===== src/rtl/expander_cmd_sequencer_pkg.sv =====
// Shared definitions for the expander command sequencer: opcodes, FSM
// encoding and the default output-port reset value.
package expander_pkg;

   localparam logic [7:0] OP_WRITE  = 8'h01;
   localparam logic [7:0] OP_READ   = 8'h02;
   localparam logic [7:0] OP_SET    = 8'h03;
   localparam logic [7:0] OP_CLR    = 8'h04;
   localparam logic [7:0] OP_PULSE  = 8'h05;
   localparam logic [7:0] OP_STATUS = 8'h06;
   localparam logic [7:0] OP_CLRERR = 8'h0F;

   localparam logic [7:0] RESET_VAL_DEF = 8'h00;

   typedef enum logic [1:0] {
      ST_IDLE    = 2'd0,
      ST_ARG1    = 2'd1,
      ST_ARG2    = 2'd2,
      ST_DISCARD = 2'd3
   } state_t;

endpackage


===== src/rtl/expander_cmd_sequencer_if.sv =====
// Byte-level link between the SPI slave (master modport) and the command
// sequencer (slave modport).
interface expander_cmd_sequencer_if;
   logic       ss_active;
   logic       rx_valid;
   logic [7:0] rx_data;
   logic [7:0] tx_data;
   logic       tx_load;

   modport master (output ss_active, rx_valid, rx_data, input tx_data, tx_load);
   modport slave  (input ss_active, rx_valid, rx_data, output tx_data, tx_load);
endinterface


===== src/rtl/expander_cmd_sequencer_pulse_timer.sv =====
// Timed-pulse engine: holds the active mask, counts the duration down and
// flags the cycle on which the pulse ends. A start overrides a running pulse.
module expander_pulse_timer #(
   parameter int PULSE_W = 8
) (
   input  logic               clk,
   input  logic               rst,
   input  logic               start,
   input  logic               cancel,
   input  logic [7:0]         start_mask,
   input  logic [PULSE_W-1:0] start_dur,
   output logic               busy,
   output logic [7:0]         mask,
   output logic               expire
);

   logic [PULSE_W-1:0] cnt;

   // The counter's transition to zero is the expiry cycle.
   assign expire = busy && (cnt == PULSE_W'(1));

   // Counter, mask and busy flag; start beats cancel beats count-down.
   always_ff @(posedge clk or negedge rst) begin
      if (!rst) begin
         cnt  <= '0;
         busy <= 1'b0;
         mask <= 8'h00;
      end else if (start) begin
         cnt  <= start_dur;
         busy <= 1'b1;
         mask <= start_mask;
      end else if (cancel) begin
         cnt  <= '0;
         busy <= 1'b0;
         mask <= 8'h00;
      end else if (busy) begin
         cnt <= cnt - PULSE_W'(1);
         if (cnt == PULSE_W'(1)) begin
            busy <= 1'b0;
            mask <= 8'h00;
         end
      end
   end

endmodule


===== src/rtl/expander_cmd_sequencer.sv =====
// Expander command sequencer: parses opcode+payload frames from the SPI
// slave, owns the output port register, launches timed pulses and loads
// readback bytes. EXPANDER_STATUS_EN adds the STATUS opcode and cmd_cnt.
//
// state      | meaning
// -----------+---------------------------------------------------
// ST_IDLE    | waiting for the opcode byte of a frame
// ST_ARG1    | waiting for first payload byte (data or pulse mask)
// ST_ARG2    | waiting for pulse duration byte
// ST_DISCARD | command done or rejected; ignore bytes until ss drops
module expander_cmd_sequencer
   import expander_pkg::*;
#(
   parameter int         PULSE_W   = 8,
   parameter logic [7:0] RESET_VAL = RESET_VAL_DEF
) (
   input  logic                     clk,
   input  logic                     rst,
   expander_cmd_sequencer_if.slave  spi,
   output logic [7:0]               out_port,
   output logic                     pulse_busy,
   output logic                     err
);

   state_t             state, state_next;
   logic [7:0]         op_q, op_next;
   logic [7:0]         mask_q, mask_next;
   logic [7:0]         out_next;
   logic               err_next;
   logic [7:0]         tx_data_q, tx_data_next;
   logic               tx_load_q, tx_load_next;
   logic               t_start, t_cancel, t_expire;
   logic [7:0]         t_mask;
   logic [PULSE_W-1:0] t_dur;

`ifdef EXPANDER_STATUS_EN
   logic [5:0] cmd_cnt;
   logic       cmd_done;
`endif

   assign spi.tx_data = tx_data_q;
   assign spi.tx_load = tx_load_q;
   assign t_dur       = PULSE_W'(spi.rx_data);

   expander_pulse_timer #(.PULSE_W(PULSE_W)) u_timer (
      .clk        (clk),
      .rst        (rst),
      .start      (t_start),
      .cancel     (t_cancel),
      .start_mask (mask_q),
      .start_dur  (t_dur),
      .busy       (pulse_busy),
      .mask       (t_mask),
      .expire     (t_expire)
   );

   // State register.
   always_ff @(posedge clk or negedge rst) begin
      if (!rst) state <= ST_IDLE;
      else      state <= state_next;
   end

   // Next-state and datapath decode; pulse expiry is applied before the
   // command result so a completing command wins.
   always_comb begin
      state_next   = state;
      op_next      = op_q;
      mask_next    = mask_q;
      out_next     = out_port;
      err_next     = err;
      tx_data_next = tx_data_q;
      tx_load_next = 1'b0;
      t_start      = 1'b0;
      t_cancel     = 1'b0;
      if (t_expire) out_next = out_port & ~t_mask;
      if (!spi.ss_active) begin
         state_next = ST_IDLE;
      end else begin
         case (state)
            ST_IDLE: if (spi.rx_valid) begin
               op_next    = spi.rx_data;
               state_next = ST_DISCARD;
               case (spi.rx_data)
                  OP_WRITE, OP_SET, OP_CLR, OP_PULSE: state_next = ST_ARG1;
                  OP_READ: begin
                     tx_data_next = out_port;
                     tx_load_next = 1'b1;
                  end
                  OP_CLRERR: err_next = 1'b0;
`ifdef EXPANDER_STATUS_EN
                  OP_STATUS: begin
                     tx_data_next = {err, pulse_busy, cmd_cnt};
                     tx_load_next = 1'b1;
                  end
`endif
                  default: err_next = 1'b1;
               endcase
            end
            ST_ARG1: if (spi.rx_valid) begin
               state_next = ST_DISCARD;
               case (op_q)
                  OP_WRITE: begin
                     out_next = spi.rx_data;
                     t_cancel = 1'b1;
                  end
                  OP_SET:   out_next = out_next | spi.rx_data;
                  OP_CLR:   out_next = out_next & ~spi.rx_data;
                  OP_PULSE: begin
                     mask_next  = spi.rx_data;
                     state_next = ST_ARG2;
                  end
                  default: ;
               endcase
            end
            ST_ARG2: if (spi.rx_valid) begin
               state_next = ST_DISCARD;
               if (t_dur != '0) begin
                  t_start  = 1'b1;
                  out_next = out_next | mask_q;
               end
            end
            default: ;
         endcase
      end
   end

   // Datapath registers.
   always_ff @(posedge clk or negedge rst) begin
      if (!rst) begin
         out_port  <= RESET_VAL;
         err       <= 1'b0;
         tx_data_q <= 8'h00;
         tx_load_q <= 1'b0;
         op_q      <= 8'h00;
         mask_q    <= 8'h00;
      end else begin
         out_port  <= out_next;
         err       <= err_next;
         tx_data_q <= tx_data_next;
         tx_load_q <= tx_load_next;
         op_q      <= op_next;
         mask_q    <= mask_next;
      end
   end

`ifdef EXPANDER_STATUS_EN
   assign cmd_done = spi.ss_active && spi.rx_valid && (
         (state == ST_IDLE && (spi.rx_data == OP_READ || spi.rx_data == OP_CLRERR ||
                               spi.rx_data == OP_STATUS)) ||
         (state == ST_ARG1 && (op_q == OP_WRITE || op_q == OP_SET || op_q == OP_CLR)) ||
         (state == ST_ARG2));

   // Completed-command counter, wraps 63 -> 0.
   always_ff @(posedge clk or negedge rst) begin
      if (!rst)          cmd_cnt <= 6'd0;
      else if (cmd_done) cmd_cnt <= cmd_cnt + 6'd1;
   end
`endif

endmodule


===== src/flat_wrapper.sv =====
// flat-port wrapper written by rule: the top's interface ports become plain ports
module expander_cmd_sequencer_flat import expander_pkg::*;
#(
   parameter int         PULSE_W   = 8,
   parameter logic [7:0] RESET_VAL = RESET_VAL_DEF
)
  (clk, rst, out_port, pulse_busy, err, spi_ss_active, spi_rx_valid, spi_rx_data, spi_tx_data, spi_tx_load);
  expander_cmd_sequencer_if spi_i ();
  input  logic clk;
  input  logic rst;
  output logic [7:0] out_port;
  output logic pulse_busy;
  output logic err;
  input wire logic [$bits(spi_i.ss_active)-1:0] spi_ss_active;
  input wire logic [$bits(spi_i.rx_valid)-1:0] spi_rx_valid;
  input wire logic [$bits(spi_i.rx_data)-1:0] spi_rx_data;
  output wire logic [$bits(spi_i.tx_data)-1:0] spi_tx_data;
  output wire logic [$bits(spi_i.tx_load)-1:0] spi_tx_load;
  assign spi_i.ss_active = spi_ss_active;
  assign spi_i.rx_valid = spi_rx_valid;
  assign spi_i.rx_data = spi_rx_data;
  assign spi_tx_data = spi_i.tx_data;
  assign spi_tx_load = spi_i.tx_load;
  expander_cmd_sequencer #(.PULSE_W(PULSE_W), .RESET_VAL(RESET_VAL)) u_core (.clk(clk), .rst(rst), .spi(spi_i), .out_port(out_port), .pulse_busy(pulse_busy), .err(err));
endmodule

===== config.mk =====
export PLATFORM = sky130hd
export DESIGN_NAME = expander_cmd_sequencer_flat
export DESIGN_NICKNAME = d
export VERILOG_FILES = /design/src/rtl/expander_cmd_sequencer_pkg.sv /design/src/rtl/expander_cmd_sequencer_if.sv /design/src/rtl/expander_cmd_sequencer_pulse_timer.sv /design/src/rtl/expander_cmd_sequencer.sv /design/src/flat_wrapper.sv
export SDC_FILE = /design/constraint.sdc
export NUM_CORES = 1
export LEC_CHECK = 0
export BUFFER_PORTS_ARGS = -buffer_cell sky130_fd_sc_hd__clkbuf_2
export CAP_MARGIN = 10
export CORE_MARGIN = 2
export CORE_UTILIZATION = 50
export DETAILED_ROUTE_END_ITERATION = 16
export GPL_TIMING_DRIVEN = 0
export PLACE_DENSITY = 0.7
export RECOVER_POWER = 100
export SKIP_LAST_GASP = 1
export SLEW_MARGIN = 5
export SYNTH_ARGS = -nofsm -noshare
export SYNTH_HDL_FRONTEND = slang
export SYNTH_HIERARCHICAL = 1
export SYNTH_SLANG_ARGS = --single-unit

===== constraint.sdc =====
create_clock -name clk -period 6.3 [get_ports clk]
set_input_delay 0.945 -clock clk [delete_from_list [all_inputs] [get_ports clk]]
set_output_delay 0.945 -clock clk [all_outputs]
set_load 0.02 [all_outputs]

* Word level (Yosys, flattened, before mapping)
Index checks and enable logic that the tools add are counted.
** Cells by class
- Add/subtract/negate cells :: 1
- Eq/ne operators :: 17
- Muxes and demuxes :: 38
- Bitwise logic cells :: 7
- Reductions and logical operators :: 13
** Operators by type and width (number)
- 8-bit 2-to-1 mux :: 12
- 8-bit by 3-bit equality test with 1-bit output (second input constant) :: 4
- 8-bit by 1-bit equality test with 1-bit output (second input constant) :: 3
- 8-bit by 2-bit equality test with 1-bit output (second input constant) :: 3
- 8-bit one-hot mux with 3 select lines :: 1
- 1-bit 2-to-1 mux :: 17
- 8-bit AND :: 2
- 8-bit NOT :: 2
- 8-bit OR :: 2
- 8-bit one-hot mux with 2 select lines :: 1
- 4-bit AND reduction :: 4
- 2-bit 2-to-1 mux :: 5
- 3-bit inequality test (second input constant) :: 3
- 8-bit by 4-bit equality test with 1-bit output (second input constant) :: 1
- 8-bit nonzero test :: 1
- 8-bit by 1-bit subtractor with 8-bit output (second input constant) :: 1
- 2-bit one-hot mux with 3 select lines :: 1
- 3-bit nonzero test :: 2
- 5-bit OR reduction :: 1
- 4-bit by 1-bit inequality test with 1-bit output (second input constant) :: 1
- 4-bit OR reduction :: 1
- 3-bit AND reduction :: 1
- 2-bit by 1-bit equality test with 1-bit output (second input constant) :: 1
- 2-bit equality test (second input constant) :: 1
- 5 further kinds :: 5
** Word-level totals
- Register bits after elaboration :: 53
- Output and inout bits :: 19
- Logic and storage cells :: 86

* Depth between registers and ports, before layout
Gate-level depths: netlist (run 1).
- Depth after elaboration :: 8
- Depth in mapped cells :: 8
- Mapped depth without buffers :: 7

* Modules after synthesis
Netlist (run 1), hierarchy kept.
** By module, submodules not included
- expander_cmd_sequencer :: instances 1, cells an instance 176, area each 1944.4 µm², sequential area each 900.9 µm²
- expander_pulse_timer :: instances 1, cells an instance 81, area each 909.6 µm², sequential area each 425.4 µm²

* Least setup slack after synthesis (run 1)
No wires, ideal clock.
- Kind :: in2reg
- Start :: input port spi_rx_data[0]
- End :: register u_core.u_timer.cnt[6]
- Data arrival time :: 2.713 ns
- Data required time :: 6.176 ns
- Setup slack :: 3.463 ns
- Stages on the path :: 6
- Path buffers :: 1
- Cell sequence :: clkbuf_1 > nor3_1 > a31oi_1 > nor2_1 > o311a_1 > a211o_1
** Between the ends
- Cells in the longest elaborated chain, start to end :: 6
- Elaborated cells on any way between the ends :: 7
- Those cells by class :: 5 x mux; 2 x reduce/logical
** RTL lines
- start: declaration :: line flat_wrapper.sv:16 : input wire logic [$bits(spi_i.rx_data)-1:0] spi_rx_data;
- 8-bit nonzero test (*) :: line expander_cmd_sequencer.sv:117 : if (t_dur != '0) begin
- 1-bit 2-to-1 mux (*) :: line expander_cmd_sequencer.sv:117
- 1-bit 2-to-1 mux (*) :: line expander_cmd_sequencer.sv:115 : ST_ARG2: if (spi.rx_valid) begin
- 1-bit 2-to-1 mux (*) :: line expander_cmd_sequencer.sv:79 : case (state)
- 1-bit 2-to-1 mux (*) :: line expander_cmd_sequencer.sv:76 : if (!spi.ss_active) begin
- named net u_core.t_start :: line expander_cmd_sequencer.sv:32 : logic t_start, t_cancel, t_expire;
- 3-bit nonzero test (no line) or 8-bit 2-to-1 mux (tied branches)
- end signal: assignment :: line expander_cmd_sequencer_pulse_timer.sv:29 : cnt <= start_dur;
- end signal: assignment :: line expander_cmd_sequencer_pulse_timer.sv:37 : cnt <= cnt - PULSE_W'(1);
- end: declaration :: line expander_cmd_sequencer_pulse_timer.sv:17 : logic [PULSE_W-1:0] cnt;
Mark *: on every way through the listed nets, which the timed path passes. The rest lies on a longest branch.
A chain may end at the register's enable or synchronous reset.

* Final worst setup path (run 1)
- Start :: input port spi_rx_data[5]
- End :: register u_core.tx_data_q[5] (netlist: u_core/spi.tx_data[5])
** Between the ends
- Cells in the longest elaborated chain, start to end :: 2
** RTL lines
- 8-bit by 2-bit equality test with 1-bit output :: line expander_cmd_sequencer.sv:83 : case (spi.rx_data)
- 4-bit AND reduction (no line)
- end signal: assignment :: line expander_cmd_sequencer.sv:139 : tx_data_q <= tx_data_next;
- end: declaration :: line expander_cmd_sequencer.sv:30 : logic [7:0] tx_data_q, tx_data_next;
No other way between the ends.

==> metrics.txt, run 1 <==
hold_sp u_core/spi.tx_data[2]$_DFFE_PN0P_; Hold Path Sink u_core/spi.tx_data[2]$_DFFE_PN0P_; number of global-route vias before repair 2,088; Clock Path Buffers 2; TritonCTS clock tree built; multi-input combinational cell area 1320 um^2; share of total power in combinational logic 38.2%; chip width 79.6 um; failing checks capacitance limit, slew limit; P_leak 1.28 nW; Hold Fails Final Rpt 0; Slew @ Worst Pin 1.91 ns; Setup crit end kind register; TritonCTS buffer count 5; Mapped Cells 257; Flop pwr share 45.2%; Hold WS 0.500 ns; largest net degree at the start of global routing 28; H-tree Lvls 2; Nets 311; Ant. Diodes 0; Sw Share 39.0%; first-pass GRT wire length 10.8 mm; CP required 6.50 ns; Final HPWL DP 4.54 mm; Fill cells 500; Die ar. 6330 um^2; R2R Setup Slk 3.06 ns; most frequent cell after synthesis dfrtp_1; worst reg2reg path endpoint u_core/u_timer/mask[3]$_DFFE_PN0P_; final setup fails 0; Max Slew Vio Count 25; drt drc 0; CP max stage delay 1.51 ns; Mapped Nets 274; CP Data Arrival Time 3.97 ns; top cells by area, synth dfrtp_1 (46%), mux2_2 (5.5%), a22o_1 (3.4%); Layout area overhead 7.50%; Placer Congestion 0.822; vias per inst 6.00; crit-path cells clkbuf_1 -> nor4_1 -> and2_0 -> nor4b_1 -> mux2_2; Clk pwr share 16.7%; Peak Freq 265 MHz; final WL 6.45 mm; sequential fraction of the synthesis area 46.5%; area leader, netlist dfrtp_1; FF+latch count, synth 53; Post-CTS Setup Bufs 0; Finished Core Util 55.7%; Hold-fix buffers, CTS 0; final worst-path cycle share 59.9%; CTS resizes 0; gr ovfl total 0; Commonest cells post-synth dfrtp_1 (53), nand2_1 (23), mux2_2 (14), nor3_1 (13), o21ai_0 (13); TritonRoute pass-1 iters 5; worst hold-check path type reg2reg; yosys synthesis warning count 6; R2R depth 7; status finished with violations; register area 1330 um^2; Distinct cells, synth 57; Worst Hold Depth 1; Synth Cell Area 2850 um^2; EDFF count, synth 0; crit start category input port; initial antenna violation count 0; Worst-Skew Late Latency 0.31 ns; CTS Sinks 53; Final ANT Viol Nets 0; Placed Instances 359; Worst Path Buf+Inv 1; post-synth top area share 46.5%; crit path kind in2reg; area of the core 5510 um^2; PortBufs 28; Final Power 1.15 mW; peak supply drop 0.202 mV; crit-path max FO 8; Detailed Route Iter0 Violations 214; Slew Limit Headroom -29.1%; row count 27; unrepaired setup endpoints after global routing false; I/O Pins 31; Initial Util 51.8%; syn_area_per_cell 11.1 um^2; r2r startpoint u_core/state[0]$_DFFE_PN0P_; Power Internal 0.701 mW; share of cells above drive strength 1 12.5%; main flop type after synthesis dfrtp_1; Die H 79.6 um; Net Sw Power 0.449 mW; async set-reset flop share out of synthesis 100%; drt wl/cell 17.6 um; Top delay family on crit path simple AND/OR/NAND/NOR gates; CTS clk-pin slew, worst paths 0.10 ns; Via Count 2,202; Total GRT Usage 22.3%; Layout Skew 0.00397 ns; TNS Setup 0 ns; P per Cell Area 375 nW/um^2; post-route insts no fill 367; Max-cap violations 2; Final min period 3.77 ns; CP max stage cell nor4b_1; Root Buffer clkbuf_8
-- flip-flops by register name, indices dropped and copies added, names as in the netlist, 2 cells and up --
register and count:
u_core/spi.tx_data 8, u_core/u_timer/cnt 8, u_core/state 2, u_core/mask_q 8
u_core/out_port 8, u_core/op_q 8, u_core/u_timer/mask 8
-- layout make-up --
| type | count | area share [%] |
|---|---|---|
| plain buffers | 14 | 2.77 |
| clock buffers | 6 | 2.37 |
| clock inverters | 2 | 0.489 |
| inverters | 10 | 1.22 |
| multi-input cells | 180 | 43.0 |
| flip-flops and latches | 53 | 43.2 |
| well taps | 72 | 2.94 |
| repair buffers | 30 | 3.96 |
-- power groups by stage --
stage	sequential (mW)	combinational [mW]	clock [mW]
6_report	0.520	0.439	0.192
2_1_floorplan	0.520	0.329	0
3_3_place_gp	0.521	0.434	0
3_5_place_dp	0.524	0.446	0
4_1_cts	0.518	0.448	0.196
5_1_grt	0.532	0.489	0.213
-- per-stage QoR --
step / cell area (um^2) / setup WS (ns)
5_1_grt: 3070 / 2.34
6_report: 3070 / 2.53
3_5_place_dp: 3120 / 2.99
4_1_cts: 3200 / 3.31
2_1_floorplan: 2850 / 3.46
3_3_place_gp: 3080 / 2.54
-- worst reg2reg max path, cell delays in order (launching register included) --
cell      delay [ns]
dfrtp_1         0.40
inv_1           0.10
ha_1            0.23
nand3_1         0.09
a31oi_1         1.14
clkbuf_1        0.52
clkbuf_1        0.48
a22o_1          0.24
-- metal layers --
layer  track usage, %  up-vias  wire length [um]
met1             32.0     1081              3120
met3             3.51       12               322
met4             7.41        0                98
met5                0        -                 0
li1                 -     1038                 -
met2             34.4       71              2910
-- worst max path at each step --
stage                    from                           endpoint  depth (start not counted)
2_1_floorplan  spi_rx_data[0]  u_core/u_timer/cnt[6]$_DFFE_PN0P_                          6
3_3_place_gp   spi_rx_data[0]  u_core/u_timer/cnt[3]$_DFFE_PN0P_                          7
3_5_place_dp   spi_rx_data[0]  u_core/u_timer/cnt[5]$_DFFE_PN0P_                          8
4_1_cts        spi_rx_data[0]  u_core/u_timer/cnt[5]$_DFFE_PN0P_                          8
5_1_grt        spi_rx_data[5]  u_core/spi.tx_data[7]$_DFFE_PN0P_                          5
6_report       spi_rx_data[5]  u_core/spi.tx_data[5]$_DFFE_PN0P_                          5
-- cell families (layout without fill, tap and decap cells) --
kind of cell    after synthesis  in the layout  share of synthesized area, %
buf+inv                      24             62                          5.66
flops                        53             53                          46.5
compound gates               61             61                          16.1
mux                          21             21                          9.03
fa+ha+maj                     5              5                          2.19
simple gates                 90             90                          19.6
xor+xnor                      3              3                         0.921
-- layout by cell type, fill, tap and decap left out, drive strengths merged, types with 2 or more instances in the layout --
cell	count
dfrtp	53
clkbuf	46
nand2	23
mux2	20
nor3	14
o21ai	14
nand3	11
a22o	11
inv	10
nand2b	8
a22oi	8
a32oi	8
a21oi	7
ha	5
nor4	4
nor4b	4
nor2	3
or4	3
buf	3
clkinvlp	2
nand3b	2
nor3b	2
nor2b	2
or4b	2
nand4bb	2
nand4	2
o311a	2
and3	2
or3	2
o31ai	2
xnor2	2
and2	2
Power figures use the tool's default switching activity.
==> run 2, diff against run 1 <==
- ABC_AREA: unset -> 1
- PLACE_DENSITY: 0.7 -> 0.72
- clock period: 6.3 -> 3.4 ns (I/O delays scaled with it)
==> metrics.txt, run 2 <==
status finished clean (was finished with violations); post-synth top area share 41.9% (was 46.5%); Finished Core Util 53.7% (was 55.7%); Met2 Wirelength 3.08 mm (was 2.91 mm); CTS clk-pin slew, worst paths 0.10 ns (about the same); crit-path max FO 10 (was 8); Total GRT Usage 21.0% (was 22.3%); share of cells above drive strength 1 14.3% (was 12.5%); crit path kind reg2reg (was in2reg); gr ovfl total 0 (unchanged); worst setup margin 0.432 ns (was 2.53 ns); Mapped Cells 395 (was 257); Clock Path Buffers 2 (unchanged); drt wl/cell 13.7 um (was 17.6 um); CP required 3.61 ns (was 6.50 ns); Detailed Route Iter0 Violations 186 (was 214); I/O Pins 31 (unchanged); drt drc 0 (unchanged); row count 29 (was 27); PortBufs 30 (was 28); area of the core 6240 um^2 (was 5510 um^2); Hold Fails Final Rpt 0 (unchanged); Initial Util 50.8% (was 51.8%); Clk pwr share 17.5% (was 16.7%); Top Metal Used met4 (unchanged); most common cell after layout, fill and taps aside nand2_1 (was dfrtp_1); sequential fraction of the synthesis area 41.9% (was 46.5%); CP Data Arrival Time 3.17 ns (was 3.97 ns); Commonest cells post-synth nand2_1 (123), dfrtp_1 (53), inv_1 (45), nand3_1 (25), nor2_1 (20) (was dfrtp_1 (53), nand2_1 (23), mux2_2 (14), nor3_1 (13), o21ai_0 (13)); R2R depth 12 (was 7); unrepaired setup endpoints after global routing false (unchanged); H-tree Lvls 2 (unchanged); chip width 83.6 um (was 79.6 um); Via Count 2,674 (was 2,202); Final ANT Viol Nets 0 (unchanged); top cells by area, synth dfrtp_1 (42%), nand2_1 (15%), inv_1 (5.3%) (was dfrtp_1 (46%), mux2_2 (5.5%), a22o_1 (3.4%)); share of total power in combinational logic 41.9% (was 38.2%); TritonCTS clock tree built (unchanged); Layout area overhead 5.81% (was 7.50%); Synth Cell Area 3170 um^2 (was 2850 um^2); crit start category register (was input port); r2r startpoint u_core/state[1]$_DFFE_PN0P_ (was u_core/state[0]$_DFFE_PN0P_); first-pass GRT wire length 11.8 mm (was 10.8 mm); Placer Congestion 0.936 (was 0.822); peak supply drop 0.313 mV (was 0.202 mV); Power Internal 1.24 mW (was 0.701 mW); Final HPWL DP 5.00 mm (was 4.54 mm); FF+latch count, synth 53 (unchanged); initial antenna violation count 0 (unchanged); CTS resizes 0 (unchanged); final setup fails 0 (unchanged); Fill cells 617 (was 500); CTS Sinks 53 (unchanged); Net Sw Power 0.936 mW (was 0.449 mW); pre-CTS setup slack 0.595 ns (was 2.99 ns); syn_area_per_cell 8.02 um^2 (was 11.1 um^2); area leader, netlist dfrtp_1 (unchanged); Slew @ Worst Pin 1.32 ns (was 1.91 ns); EDFF count, synth 0 (unchanged); Peak Freq 337 MHz; worst hold-check path type in2async (was reg2reg); async set-reset flop share out of synthesis 100% (unchanged); Ant. Diodes 0 (unchanged); met3 WL 392 um (was 322 um); Slew Limit Headroom 11.9% (was -29.1%); main flop type after synthesis dfrtp_1 (unchanged); Sw Share 43.0% (was 39.0%); design area 3350 um^2 (was 3070 um^2); largest net degree at the start of global routing 54 (was 28); TritonCTS buffer count 5 (unchanged); Worst-Skew Late Latency 0.31 ns (about the same); Setup crit end kind register (unchanged); most frequent cells in the layout nand2_1 (123), dfrtp_1 (53), inv_1 (46), nand3_1 (26) (was dfrtp_1 (53), clkbuf_1 (35), nand2_1 (23), nor3_1 (13), o21ai_0 (13)); Root Buffer clkbuf_8 (unchanged); P per Cell Area 649 nW/um^2 (was 375 nW/um^2); crit path launch u_core/state[1]$_DFFE_PN0P_ (was spi_rx_data[5]); P_leak 1.61 nW (was 1.28 nW); M1 WL 3.41 mm (was 3.12 mm); TritonRoute pass-1 iters 5 (unchanged); Nets 449 (was 311); final WL 7.01 mm (was 6.45 mm); Distinct cells, synth 40 (was 57); Die ar. 6990 um^2 (was 6330 um^2); Mapped Nets 412 (was 274); TNS Setup 0 ns (unchanged); Post-CTS Setup Bufs 0 (unchanged); number of global-route vias before repair 2,402 (was 2,088); R2R Setup Slk 0.43 ns (was 3.06 ns); Layout Skew 0.00326 ns (was 0.00397 ns); placed instance area 3420 um^2 (was 3120 um^2); vias per inst 5.24 (was 6.00); yosys synthesis warning count 6 (unchanged); Hold-fix buffers, CTS 0 (unchanged); final worst-path cycle share 87.3%; Flop pwr share 40.6% (was 45.2%); Final min period 2.97 ns; worst reg2reg path endpoint u_core/u_timer/cnt[3]$_DFFE_PN0P_ (was u_core/u_timer/mask[3]$_DFFE_PN0P_); Max-cap violations 0 (was 2); most frequent cell after synthesis nand2_1 (was dfrtp_1); Die H 83.6 um (was 79.6 um); Max Slew Vio Count 0 (was 25)
run 2: final cells by class:
type	count	area [um^2]	share of cell area, %
Tap cell	77	96.3	2.87
Sequential cell	53	1330	39.6
Inverter	52	196	5.86
Timing Repair Buffer	30	126	3.77
Buffer	14	81.3	2.43
Clock inverter	3	26.3	0.784
Clock buffer	5	68.8	2.05
Multi-Input combinational cell	276	1430	42.7
run 2: how the worst max path moves through the flow:
stage / slack [ns] / to
after floorplan: 0.93 / u_core/u_timer/cnt[1]$_DFFE_PN0P_
after global placement: 0.60 / u_core/u_timer/cnt[7]$_DFFE_PN0P_
after detailed placement: 0.60 / u_core/u_timer/cnt[7]$_DFFE_PN0P_
after CTS: 0.57 / u_core/u_timer/cnt[7]$_DFFE_PN0P_
after global routing: 0.17 / u_core/u_timer/cnt[3]$_DFFE_PN0P_
final: 0.43 / u_core/u_timer/cnt[3]$_DFFE_PN0P_
run 2: power groups by stage:
stage	sequential, mW	combinational [mW]	clock, mW
2_1_floorplan	0.900	0.749	0
3_3_place_gp	0.893	0.946	0
3_5_place_dp	0.898	0.964	0
4_1_cts	0.885	0.971	0.391
5_1_grt	0.901	1.04	0.410
6_report	0.884	0.911	0.380
run 2: logic make-up (layout without fill, tap and decap cells):
group           after synthesis  after routing  synth area share [%]
compound gates               73             73                  15.9
flops                        53             53                  41.9
fa+ha+maj                     5              5                  1.97
buf+inv                      66            104                  9.36
simple gates                198            198                  30.9
run 2: worst max-delay path, cell delays in order (launching register included):
cell and delay [ns]:
dfrtp_1 0.39, inv_1 0.10, ha_1 0.14, buf_2 0.20
clkbuf_1 0.39, nand2_1 0.12, nor4_1 0.75, nor2_8 0.10
clkinvlp_2 0.26, nor2_8 0.05, buf_8 0.15, a21oi_1 0.15
a22oi_2 0.07
run 2: routing by layer:
layer	track usage, %	up-vias
met5	0	-
met4	7.62	0
met3	3.56	15
met2	31.2	82
met1	31.0	1235
li1	-	1342
run 2: stage by stage:
stage	hold WS (ns)	cells	power [mW]
after floorplan	0.214	395	1.65
after global placement	0.464	502	1.84
after detailed placement	0.468	502	1.86
after CTS	0.302	510	2.25
after global routing	0.525	510	2.35
final	0.463	510	2.18
